<file path="config.mk">
export PLATFORM = sky130hd
export DESIGN_NAME = imem_loader_flat
export DESIGN_NICKNAME = d
export VERILOG_FILES = /design/src/rtl/imem_loader_if.sv /design/src/rtl/imem_loader.sv /design/src/flat_wrapper.sv
export SDC_FILE = /design/constraint.sdc
export NUM_CORES = 1
export LEC_CHECK = 0
export CORE_ASPECT_RATIO = 1.2
export CORE_MARGIN = 4
export CORE_UTILIZATION = 40
export DETAILED_ROUTE_END_ITERATION = 8
export GPL_ROUTABILITY_DRIVEN = 0
export PLACE_DENSITY_LB_ADDON = 0.3
export SLEW_MARGIN = 40
export SYNTH_ARGS = -nofsm -noshare
export SYNTH_HDL_FRONTEND = slang
export SYNTH_SLANG_ARGS = --single-unit
</file>
<file path="constraint.sdc">
create_clock -name clk -period 4.73 [get_ports clk]
set_clock_uncertainty 0.1 [all_clocks]
set_input_delay 0.946 -clock clk [delete_from_list [all_inputs] [get_ports clk]]
set_output_delay 0.946 -clock clk [all_outputs]
set_load 0.03 [all_outputs]
</file>
<file path="src/rtl/imem_loader_if.sv">
// imem_loader_if: host byte stream, load control and instruction-memory write port
interface imem_loader_if #(parameter int ADDR_W = 8);
  logic              start;
  logic [ADDR_W:0]   num_words;
  logic              byte_valid;
  logic [7:0]        byte_data;
  logic              byte_ready;
  logic              wr_en;
  logic [ADDR_W-1:0] wr_addr;
  logic [31:0]       wr_data;
  logic              cpu_hold;
  logic              done;
  logic              error;
  logic [31:0]       checksum;
  modport master (
    output start, num_words, byte_valid, byte_data,
    input  byte_ready, wr_en, wr_addr, wr_data, cpu_hold, done, error, checksum
  );
  modport slave (
    input  start, num_words, byte_valid, byte_data,
    output byte_ready, wr_en, wr_addr, wr_data, cpu_hold, done, error, checksum
  );
endinterface

</file>
<file path="src/rtl/imem_loader.sv">
// imem_loader: assembles little-endian words from a byte stream and writes them to instruction memory
module imem_loader #(
  parameter int ADDR_W         = 8,
  parameter int TIMEOUT_CYCLES = 1023
) (
  input logic         clk,
  input logic         rst,
  imem_loader_if.slave bus
);
  localparam logic [1:0] IDLE = 2'd0, LOAD = 2'd1, DONE = 2'd2, ERR = 2'd3;
  localparam int TW = $clog2(TIMEOUT_CYCLES + 1);
  localparam logic [ADDR_W:0] DEPTH = {1'b1, {ADDR_W{1'b0}}};
  logic [1:0]        state;
  logic [1:0]        bidx;
  logic [ADDR_W-1:0] widx;
  logic [ADDR_W:0]   nw;
  logic [23:0]       asm_q;
  logic [TW-1:0]     timer;
  logic              fin;
  logic              acc;
  logic              last;
  logic [31:0]       word;
  assign bus.byte_ready = state == LOAD;
  assign bus.cpu_hold   = state == LOAD || state == ERR;
  assign acc  = bus.byte_valid && bus.byte_ready;
  assign word = {bus.byte_data, asm_q};
  assign last = {1'b0, widx} == nw - 1'b1;
  // Load sequencing: start decode, byte assembly, word write, completion and idle timeout
  always_ff @(posedge clk) begin
    if (rst) begin
      state        <= IDLE;
      bidx         <= '0;
      widx         <= '0;
      nw           <= '0;
      asm_q        <= '0;
      timer        <= '0;
      fin          <= 1'b0;
      bus.wr_en    <= 1'b0;
      bus.wr_addr  <= '0;
      bus.wr_data  <= '0;
      bus.done     <= 1'b0;
      bus.error    <= 1'b0;
      bus.checksum <= '0;
    end else begin
      bus.wr_en <= 1'b0;
      bus.done  <= 1'b0;
      if (state != LOAD && bus.start) begin
        bus.checksum <= '0;
        bus.error    <= 1'b0;
        widx         <= '0;
        bidx         <= '0;
        timer        <= '0;
        fin          <= 1'b0;
        nw           <= bus.num_words;
        if (bus.num_words == '0) begin
          state    <= DONE;
          bus.done <= 1'b1;
        end else if (bus.num_words > DEPTH) begin
          state     <= ERR;
          bus.error <= 1'b1;
        end else state <= LOAD;
      end else if (state == LOAD) begin
        if (fin) begin
          state    <= DONE;
          bus.done <= 1'b1;
        end else if (acc) begin
          timer <= '0;
          bidx  <= bidx + 1'b1;
          asm_q <= {bus.byte_data, asm_q[23:8]};
          if (bidx == 2'd3) begin
            bus.wr_en    <= 1'b1;
            bus.wr_addr  <= widx;
            bus.wr_data  <= word;
            bus.checksum <= bus.checksum + word;
            fin          <= last;
            if (!last) widx <= widx + 1'b1;
          end
        end else if (timer == TW'(TIMEOUT_CYCLES - 1)) begin
          state     <= ERR;
          bus.error <= 1'b1;
        end else timer <= timer + 1'b1;
      end
    end
  end
endmodule

</file>
<file path="src/flat_wrapper.sv">
// flat-port wrapper written by rule: the top's interface ports become plain ports
module imem_loader_flat 
#(
  parameter int ADDR_W         = 8,
  parameter int TIMEOUT_CYCLES = 1023
)
  (clk, rst, bus_start, bus_num_words, bus_byte_valid, bus_byte_data, bus_byte_ready, bus_wr_en, bus_wr_addr, bus_wr_data, bus_cpu_hold, bus_done, bus_error, bus_checksum);
  imem_loader_if #(.ADDR_W(ADDR_W)) bus_i ();
  input logic clk;
  input logic rst;
  input wire logic [$bits(bus_i.start)-1:0] bus_start;
  input wire logic [$bits(bus_i.num_words)-1:0] bus_num_words;
  input wire logic [$bits(bus_i.byte_valid)-1:0] bus_byte_valid;
  input wire logic [$bits(bus_i.byte_data)-1:0] bus_byte_data;
  output wire logic [$bits(bus_i.byte_ready)-1:0] bus_byte_ready;
  output wire logic [$bits(bus_i.wr_en)-1:0] bus_wr_en;
  output wire logic [$bits(bus_i.wr_addr)-1:0] bus_wr_addr;
  output wire logic [$bits(bus_i.wr_data)-1:0] bus_wr_data;
  output wire logic [$bits(bus_i.cpu_hold)-1:0] bus_cpu_hold;
  output wire logic [$bits(bus_i.done)-1:0] bus_done;
  output wire logic [$bits(bus_i.error)-1:0] bus_error;
  output wire logic [$bits(bus_i.checksum)-1:0] bus_checksum;
  assign bus_i.start = bus_start;
  assign bus_i.num_words = bus_num_words;
  assign bus_i.byte_valid = bus_byte_valid;
  assign bus_i.byte_data = bus_byte_data;
  assign bus_byte_ready = bus_i.byte_ready;
  assign bus_wr_en = bus_i.wr_en;
  assign bus_wr_addr = bus_i.wr_addr;
  assign bus_wr_data = bus_i.wr_data;
  assign bus_cpu_hold = bus_i.cpu_hold;
  assign bus_done = bus_i.done;
  assign bus_error = bus_i.error;
  assign bus_checksum = bus_i.checksum;
  imem_loader #(.ADDR_W(ADDR_W), .TIMEOUT_CYCLES(TIMEOUT_CYCLES)) u_core (.clk(clk), .rst(rst), .bus(bus_i));
endmodule
</file>
==> results of run 1 <==
==> layout make-up <==
type	instances	area, sq um	share of cell area
timing repair buffer	103	1020	0.121
inverter	18	67.6	0.00796
tap	212	265	0.0312
sequential	131	2620	0.309
multi-input combinational	675	3900	0.459
clock inverter	12	156	0.0184
clock buffer	20	457	0.0538
==> cells in the mapped netlist (2+ instances only) <==
| master | n |
|---|---|
| nand2_1 | 217 |
| dfxtp_1 | 131 |
| a21oi_1 | 124 |
| nor2_1 | 47 |
| ha_1 | 38 |
| clkbuf_1 | 33 |
| xnor2_1 | 29 |
| nand3_1 | 26 |
| o21ai_0 | 26 |
| inv_1 | 18 |
| a31oi_1 | 14 |
| xor2_1 | 13 |
| a21o_1 | 12 |
| nand4_1 | 11 |
| nor3_1 | 11 |
| nor4_1 | 9 |
| buf_1 | 8 |
| o21ai_1 | 8 |
| o21bai_1 | 8 |
| nor3b_1 | 7 |
| or3_1 | 7 |
| a211oi_1 | 6 |
| mux2i_1 | 6 |
| and2_1 | 5 |
| and3_1 | 5 |
| nand2b_1 | 5 |
| a211o_1 | 3 |
| nor4b_1 | 3 |
| a221o_1 | 2 |
| a221oi_1 | 2 |
| a311oi_1 | 2 |
| mux2_1 | 2 |
| o211ai_1 | 2 |
| o21a_1 | 2 |
| o31a_1 | 2 |
==> through the flow <==
stage	instances	util	instance area (sq um)	total power, uW
after global routing	1171	0.518	8490	2730
after floorplan	867	-	6760	1260
after CTS	1171	0.518	8490	2670
after detailed placement	1139	0.480	7880	1320
final	1171	0.518	8490	2650
after global placement	1139	0.480	7870	1320
==> layer usage <==
metal,routed length [um],track usage,part of all wire
met5,0,0,0
met4,267,0.0601,0.015
met3,648,0.0344,0.036
met2,8740,0.322,0.49
met1,8230,0.235,0.46
==> sequential cells by signal, indices dropped and copies added, names as in the netlist <==
register             cells
u_core.bus.wr_en         1
u_core.state             2
u_core.timer            10
u_core.widx              8
u_core.fin               1
u_core.asm_q            24
u_core.bus.checksum     32
u_core.bus.wr_addr       8
u_core.nw                9
u_core.bus.error         1
u_core.bus.done          1
u_core.bidx              2
u_core.bus.wr_data      32
==> final timing paths <==
kind                                                             end  slack [ns]  cells after the start
worst min register to register   u_core.bus.wr_data[26]$_SDFFE_PP0P_        0.35                      2
worst min-delay path             u_core.bus.wr_data[26]$_SDFFE_PP0P_        0.35                      2
worst max-delay path            u_core.bus.checksum[30]$_SDFFE_PP0P_        1.38                     10
worst max register to register  u_core.bus.checksum[30]$_SDFFE_PP0P_        1.38                     10
==> kinds of logic (layout without fill, tap and decap cells) <==
logic type | count (synthesis) | count (layout) | synth area share
compound gates | 222 | 222 | 0.194
xor+xnor | 42 | 42 | 0.0544
fa+ha+maj | 39 | 39 | 0.0733
buf+inv | 61 | 153 | 0.0365
flops | 131 | 131 | 0.388
mux | 8 | 8 | 0.0122
simple gates | 364 | 364 | 0.241
==> critical path, stage by stage, from the launching register on <==
cell and delay (ns):
dfxtp_1 0.34, ha_1 0.23, fa_1 0.44, a211oi_1 0.30
o21ai_1 0.19, a211oi_1 0.53, o21ai_0 0.22, a21oi_1 0.39
o21ai_1 0.18, mux2i_1 0.19, a31oi_1 0.09
==> power by group through the flow <==
stage	Combinational, uW	Sequential [uW]	Clock (uW)
2_1_floorplan	113	1150	0
3_3_place_gp	161	1150	0
3_5_place_dp	164	1150	0
4_1_cts	164	1130	1380
5_1_grt	180	1130	1420
6_report	164	1130	1350
==> reports/qor.csv, run 1 <==
metric,value,unit
Die H,150,um
Seq pwr share,0.427,
maximum vdd drop,0.000216,V
DRC,0,
Leak Pwr,0.00307,uW
overall routing resource usage,0.186,
WL/cell,15.3,um
vias in the first global route,5808,
Clock Path Buffers,2,
top_reg_cell synth,dfxtp_1,
crit path launch type,register,
synth unique cells,58,
Routed WL,17900,um
Max-cap violations,0,
pre-CTS setup slack,1.11,ns
Final Slew Violations,0,
synth warn,0,
worst path required time,4.90,ns
synth-to-layout area growth,25.6,%
Fin. Hold Viols,0,
register area share after synthesis,0.388,
worst-path maximum fanout,4,
post-cts resize count,0,
CP Launch Point,u_core.bus.checksum[0]$_SDFFE_PP0P_,
Via density,5.34,
Skew-Pair Late Insertion Delay,0.42,ns
syn_nets,927,
post-synth top area share,0.388,
die width,127,um
pin count of the biggest net entering global routing,60,
CTS Buf Count,17,
final net count,1006,
root buf cell,clkbuf_16,
clock sinks,131,
"commonest non-fill, non-tap cells in the layout","nand2_1, dfxtp_1, a21oi_1",
ant diodes,0,
initial antenna violation count,0,
path type of the worst setup path,register to register,
I/O Buffers,97,
Sw Share,0.232,
Seq cells post-synth,131,
global route overflow,0,
Post-Synthesis Cells,867,
status,"complete, no violations",
RSZ-0062 raised after global routing,false,
largest area contributor in the netlist,dfxtp_1,
min-delay src,u_core.bus.wr_data[26]$_SDFFE_PP0P_,
post-DP HPWL,12700,um
die area,19100,sq um
clock share of power,0.511,
fmax,298,MHz
initial core utilization,0.412,
Tightest Pin Transition,0.762,ns
Placeable Area,16400,sq um
FP Rows,51,
vias,6258,
"Clk pin slew, worst setup/hold paths",0.06,ns
worst hold-check path type,register to register,
fillcell total,1575,
drt initial violations,470,
final setup violation count,0,
htree depth,4,
Period minus WS final,3.35,ns
Cell Int Power,2030,uW
Mapped Avg Cell Area,7.80,sq um
Combinational Power Share,0.062,
share of cells above drive strength 1,0.0553,
synth top area cells,"dfxtp_1, nand2_1, a21oi_1, ha_1, xnor2_1",
CTS tree,built,
Setup TNS Final,0,ns
Mapped Area,6760,sq um
fin crit share,0.709,
critical path endpoint category,register,
first-pass GRT wire length,28800,um
first drt pass iteration count,5,
Setup Buffers After CTS,0,
Post-DRT Antenna Nets,0,
Min Hold Slack,0.354,ns
ys async rst share,0,
final worst setup slack,1.38,ns
Slew Limit Headroom,0.492,
"Data arrival, critical path",3.52,ns
Post-synth EDFFs,0,
"commonest non-fill, non-tap cell in the layout",nand2_1,
Hold Buf Count CTS,0,
IO Pins,98,
Sw Pwr,614,uW
Power Dens Cells,312,nW/um^2
Critical R2R Launch,u_core.bus.checksum[0]$_SDFFE_PP0P_,
Note: power is estimated with default switching activity, not from simulation.
==> run 2, diff against run 1 <==
==> constraint.sdc (replaced) <==
create_clock -name clk -period 2.95 [get_ports clk]
set_clock_uncertainty 0.1 [all_clocks]
set_input_delay 0.59 -clock clk [delete_from_list [all_inputs] [get_ports clk]]
set_output_delay 0.59 -clock clk [all_outputs]
set_load 0.03 [all_outputs]
==> run 2 against run 1 <==
Critical path type unchanged. First-iteration DRC count increased by 8.9%. Utilization increased by 1.3 points. Register-to-register slack lost 1.2 ns.
==> reports/qor.csv, run 2 (synthesized netlist as in run 1, its figures left out) <==
metric,value,unit,change
Skew-Pair Late Insertion Delay,0.43,ns,about the same
Final Slew Violations,0,,unchanged
Sw Share,0.235,,+0.00308
Setup Buffers After CTS,0,,unchanged
Leak Pwr,0.00322,uW,+4.7%
fin crit share,0.947,,+0.239
CTS Buf Count,17,,unchanged
Hold Buf Count CTS,0,,unchanged
Hold EP,u_core.bus.wr_data[13]$_SDFFE_PP0P_,,
"commonest non-fill, non-tap cells in the layout","nand2_1, dfxtp_1, a21oi_1",,
met2 GRT Util,0.328,,+0.00689
Critical R2R Launch,u_core.bus.checksum[0]$_SDFFE_PP0P_,,
die width,127,um,unchanged
crit-path cells,"ha_1, fa_1, a211oi_1, o21ai_1, a211oi_1, buf_4, o31a_1, o21ai_1, a221o_1, a21o_1, nand3_1",,
initial core utilization,0.412,,unchanged
final setup violation count,0,,unchanged
htree depth,4,,unchanged
root buf cell,clkbuf_16,,
met3 usage,0.0348,,+0.000355
Sw Pwr,971,uW,+58%
maximum vdd drop,0.000343,V,+59%
clock share of power,0.492,,-0.019
r2r setup slk,0.16,ns,-1.22 ns
critical path's slowest cell,fa_1,,
global route overflow,0,,unchanged
worst path required time,3.22,ns,-1.68 ns
drt initial violations,512,,+8.9%
Slew Limit Headroom,0.636,,+0.144
worst-path maximum fanout,3,,-1
Via density,5.32,,-0.38%
FP Rows,51,,unchanged
Max-cap violations,0,,unchanged
CTS tree,built,,
fmax,358,MHz,+20%
RSZ-0062 raised after global routing,false,,
R2R depth,11,,+1
initial antenna violation count,0,,unchanged
Post-DRT Antenna Nets,0,,unchanged
path type of the worst setup path,register to register,,
met1 track demand over resource,0.251,,+0.0151
Die H,150,um,unchanged
I/O Buffers,97,,unchanged
vias in the first global route,5904,,+1.7%
critical path endpoint category,register,,
Power Dens Cells,475,nW/um^2,+52%
crit path launch type,register,,
Reg2Reg Capture Point,u_core.bus.checksum[24]$_SDFFE_PP0P_,,
"Clk pin slew, worst setup/hold paths",0.06,ns,about the same
Seq pwr share,0.438,,+0.011
Crit path max-delay family,compound AO/OA/AOI/OAI gates,,
worst hold-check path type,register to register,,
Min-Delay Path Depth,2,,unchanged
Fin. Hold Viols,0,,unchanged
post-DP HPWL,13300,um,+4.7%
fin util,0.531,,+0.0129
overall routing resource usage,0.196,,+0.00927
"Data arrival, critical path",3.06,ns,-0.46 ns
first drt pass iteration count,6,,+1
Placeable Area,16400,sq um,unchanged
status,"complete, no violations",,
"commonest non-fill, non-tap cell in the layout",nand2_1,,
Combinational Power Share,0.070,,+0.008
synth-to-layout area growth,28.7,%,
GRT Max-Usage Layer,met2,,
ant diodes,0,,unchanged
Routed WL,18400,um,+2.9%
Cell Int Power,3160,uW,+56%
min-delay src,u_core.bus.wr_data[13]$_SDFFE_PP0P_,,
vias,6410,,+2.4%
IO Pins,98,,unchanged
Clock Path Buffers,2,,unchanged
post-cts resize count,0,,unchanged
pin count of the biggest net entering global routing,85,,+42%
share of cells above drive strength 1,0.0857,,+0.0304
first-pass GRT wire length,30000,um,+4.3%
max incr delay on CP,0.40,ns,-0.13 ns
Setup TNS Final,0,ns,unchanged
crit path buf inv count,1,,+1
final net count,1039,,+3.3%
Period minus WS final,2.79,ns,-0.557 ns
clock sinks,131,,unchanged
top flop regs,"u_core.bus.checksum (32), u_core.bus.wr_data (32), u_core.asm_q (24)",,
WL/cell,15.3,um,+0.11%
die area,19100,sq um,unchanged
Tightest Pin Transition,0.546,ns,-0.216 ns
DRC,0,,unchanged
-- run 2: cell types whose count changed in the layout (fill, tap and decap cells not counted), sizes merged --
cell      before  now
buf            7   40
clkinv         5    6
clkbuf        20   22
bufinv         3    2
clkinvlp       4    2
-- run 2: power by group through the flow --
stage               Clock, uW  Sequential (uW)  Combinational, uW
finish                   2030             1810                289
global route             2130             1810                318
CTS                      2060             1810                289
detailed placement          0             1850                287
global placement            0             1850                285
floorplan                   0             1840                181
-- run 2: worst reg2reg max path, delay by kind of cell (launching register included) --
kind / cells / cell delay (ns)
AO/OA/AOI/OAI: 7 / 1.48
adder cells (fa/ha/maj): 2 / 0.62
buffers and inverters: 1 / 0.18
flip-flops: 1 / 0.32
AND/OR/NAND/NOR: 1 / 0.05
-- run 2: worst max-delay path by stage --
stage | from | slack, ns | to | cells after the start
4_1_cts | u_core.bus.checksum[8]$_SDFFE_PP0P_ | 0.14 | u_core.bus.checksum[29]$_SDFFE_PP0P_ | 10
3_3_place_gp | bus_byte_data[0] | 0.04 | u_core.bus.checksum[29]$_SDFFE_PP0P_ | 11
3_5_place_dp | bus_byte_data[0] | 0.005 | u_core.bus.checksum[29]$_SDFFE_PP0P_ | 11
5_1_grt | u_core.nw[0]$_SDFFE_PP0P_ | 0.004 | u_core.widx[7]$_SDFFE_PP0P_ | 10
2_1_floorplan | u_core.bus.checksum[0]$_SDFFE_PP0P_ | 0.14 | u_core.bus.checksum[30]$_SDFFE_PP0P_ | 10
6_report | u_core.bus.checksum[0]$_SDFFE_PP0P_ | 0.16 | u_core.bus.checksum[24]$_SDFFE_PP0P_ | 11
-- run 2: per-stage QoR --
| stage | total power [uW] | std cells | setup WS [ns] | hold slack (ns) | area (sq um) |
|---|---|---|---|---|---|
| finish | 4130 | 1204 | 0.155 | 0.352 | 8700 |
| detailed placement | 2140 | 1172 | 0.00470 | 0.348 | 8120 |
| floorplan | 2020 | 867 | 0.143 | 0.340 | 6760 |
| CTS | 4160 | 1204 | 0.136 | 0.355 | 8680 |
| global placement | 2130 | 1172 | 0.0429 | 0.342 | 8120 |
| global route | 4270 | 1204 | 0.00410 | 0.376 | 8700 |
-- run 2: routing by layer --
metal,up-vias,routed length [um]
met5,-,0
met4,0,397
met3,33,801
met2,162,8940
met1,2972,8280
li1,3243,-
-- run 2: cell type report --
| cell class | instances | area [sq um] |
|---|---|---|
| inverter | 18 | 67.6 |
| fill | 1564 | 7700 |
| timing repair buffer | 136 | 1270 |
| clock inverter | 10 | 109 |
| sequential | 131 | 2620 |
| clock buffer | 22 | 454 |
| tap | 212 | 265 |
| multi-input combinational | 675 | 3910 |
==> variant (flow settings as in run 2) <==
`TIMEOUT_CYCLES` is set to 1023 in 2 places; all go to 2046.
--- a/src/rtl/imem_loader.sv
+++ b/src/rtl/imem_loader.sv
@@ -1,7 +1,7 @@
 // imem_loader: assembles little-endian words from a byte stream and writes them to instruction memory
 module imem_loader #(
   parameter int ADDR_W         = 8,
-  parameter int TIMEOUT_CYCLES = 1023
+  parameter int TIMEOUT_CYCLES = 2046
 ) (
   input logic         clk,
   input logic         rst,
--- a/src/flat_wrapper.sv
+++ b/src/flat_wrapper.sv
@@ -2,7 +2,7 @@
 module imem_loader_flat 
 #(
   parameter int ADDR_W         = 8,
-  parameter int TIMEOUT_CYCLES = 1023
+  parameter int TIMEOUT_CYCLES = 2046
 )
   (clk, rst, bus_start, bus_num_words, bus_byte_valid, bus_byte_data, bus_byte_ready, bus_wr_en, bus_wr_addr, bus_wr_data, bus_cpu_hold, bus_done, bus_error, bus_checksum);
   imem_loader_if #(.ADDR_W(ADDR_W)) bus_i ();
Formal check against the unedited RTL: no difference found for any inputs over 4 cycles, from zero or initial values and one cycle with rst high; that may be too few to reach the edited logic, so the function may still have changed.
==> variant against run 2 <==
- total power rose by 4.1%
- critical path depth fell by 1
- wire length up 1.3%
- die area grew 0.75%
- synthesized area up 0.80%
- global-route usage up 0.13 points
- worst hold slack improved by 0.0017 ns
- sequential cell count up 1
- setup slack got worse by 0.054 ns
- clock power up 9%
- design area increased by 1.2%
- combinational power down 6%
- largest cell class unchanged
==> variant: results (changes against run 2) <==
outcome: "completed"
hold_end: "u_core.bus.wr_addr[6]$_SDFFE_PP0P_"
grt_pass1_wl_um: 30300  # +0.94%
num_antenna_cells: 0  # unchanged
grt_pass1_vias: 6077  # +2.9%
stdcell_count: 1215  # +0.91%
setup_viol: 0  # unchanged
hold-worst-slack_ns: 0.354  # +0.00172 ns
met3_length_um: 718  # -10%
endpoint: "u_core.bus.checksum[30]$_SDFFE_PP0P_"
synthAdderAreaFrac_pct: 7.27  # -0.058 points
final_area_um2: 8810  # +1.2%
dpl.hpwl_um: 13900  # +3.8%
synth-compound-area-share_pct: 21.2  # +1.8 points
cp_max_fo: 5  # +2
arrival_ns: 3.12  # +0.06 ns
vias: 6467  # +0.89%
wire_per_inst_um: 15.3  # +0.36%
p_leak_uw: 0.00338  # +5.0%
switching_power_uw: 1030  # +6.6%
max-slew-margin-rel_pct: 55.4  # -8.2 points
power_density_nw_per_um2: 488  # +2.8%
min_from: "u_core.bus.wr_addr[6]$_SDFFE_PP0P_"
met2_wirelength_um: 9120  # +2.0%
fillers: 1643  # +5.1%
comb-power_uw: 273  # -6%
ys_seq_area_share_pct: 38.8  # about the same
design.final.nets: 1046  # +0.67%
fmax_mhz: 351  # -1.9%
rrSetupSlack_ns: 0.10  # -0.05 ns
dp_slack_ns: -0.0831  # -0.0878 ns
rr_worst_depth: 10  # -1
syn_inst: 875  # +0.92%
cts_resized: 0  # unchanged
drtIter0Drc: 363  # -29%
placed_cell_area_um2: 8180  # +0.74%
grt_start_max_net_pins: 63  # -26%
met1_length_um: 8190  # -1.0%
synth_nets: 935  # +0.86%
drive_gt1_share_pct: 9.31  # +0.74 points
peakVddDrop_mv: 0.371  # +8.2%
synth-xor-area-share_pct: 5.27  # -0.17 points
ys_top_cells_by_area: "dfxtp_1 39%, nand2_1 12%, a21oi_1 9.3%"
synthMuxAreaShare_pct: 0.588  # -0.63 points
cts_max_path_buffers: 2  # unchanged
synthTopCellsByCount: "220 x nand2_1, 132 x dfxtp_1, 126 x a21oi_1, 45 x nor2_1, 38 x ha_1"
firstDrtPassIters: 5  # -1
synth_cell_type_count: 60  # +3.4%
crit_start: "u_core.bus.checksum[0]$_SDFFE_PP0P_"
io_buffers: 97  # unchanged
grtUsageTotal_pct: 19.7  # +0.13 points
variant: per-layer routing:
| metal | global-route usage (%) | up-vias |
|---|---|---|
| met5 | 0 | - |
| li1 | - | 3265 |
| met1 | 24.2 | 3018 |
| met2 | 34.1 | 143 |
| met3 | 3.39 | 41 |
| met4 | 8.10 | 0 |
variant: layout make-up:
type | count | area share [%]
multi-input cells | 682 | 44.8
flip-flops and latches | 132 | 30.0
repair buffers | 135 | 14.3
clock buffers | 18 | 4.99
well taps | 216 | 3.07
clock inverters | 14 | 1.99
inverters | 18 | 0.767
variant: worst max-delay path: stages (launching register included):
cell and delay (ns):
dfxtp_1 0.32, ha_1 0.23, fa_1 0.41, a21o_1 0.22, nand4_1 0.13, nand3_2 0.13
a32oi_2 0.33, o2111a_2 0.26, nor3_1 0.06, or4_1 0.49, nand3_1 0.09
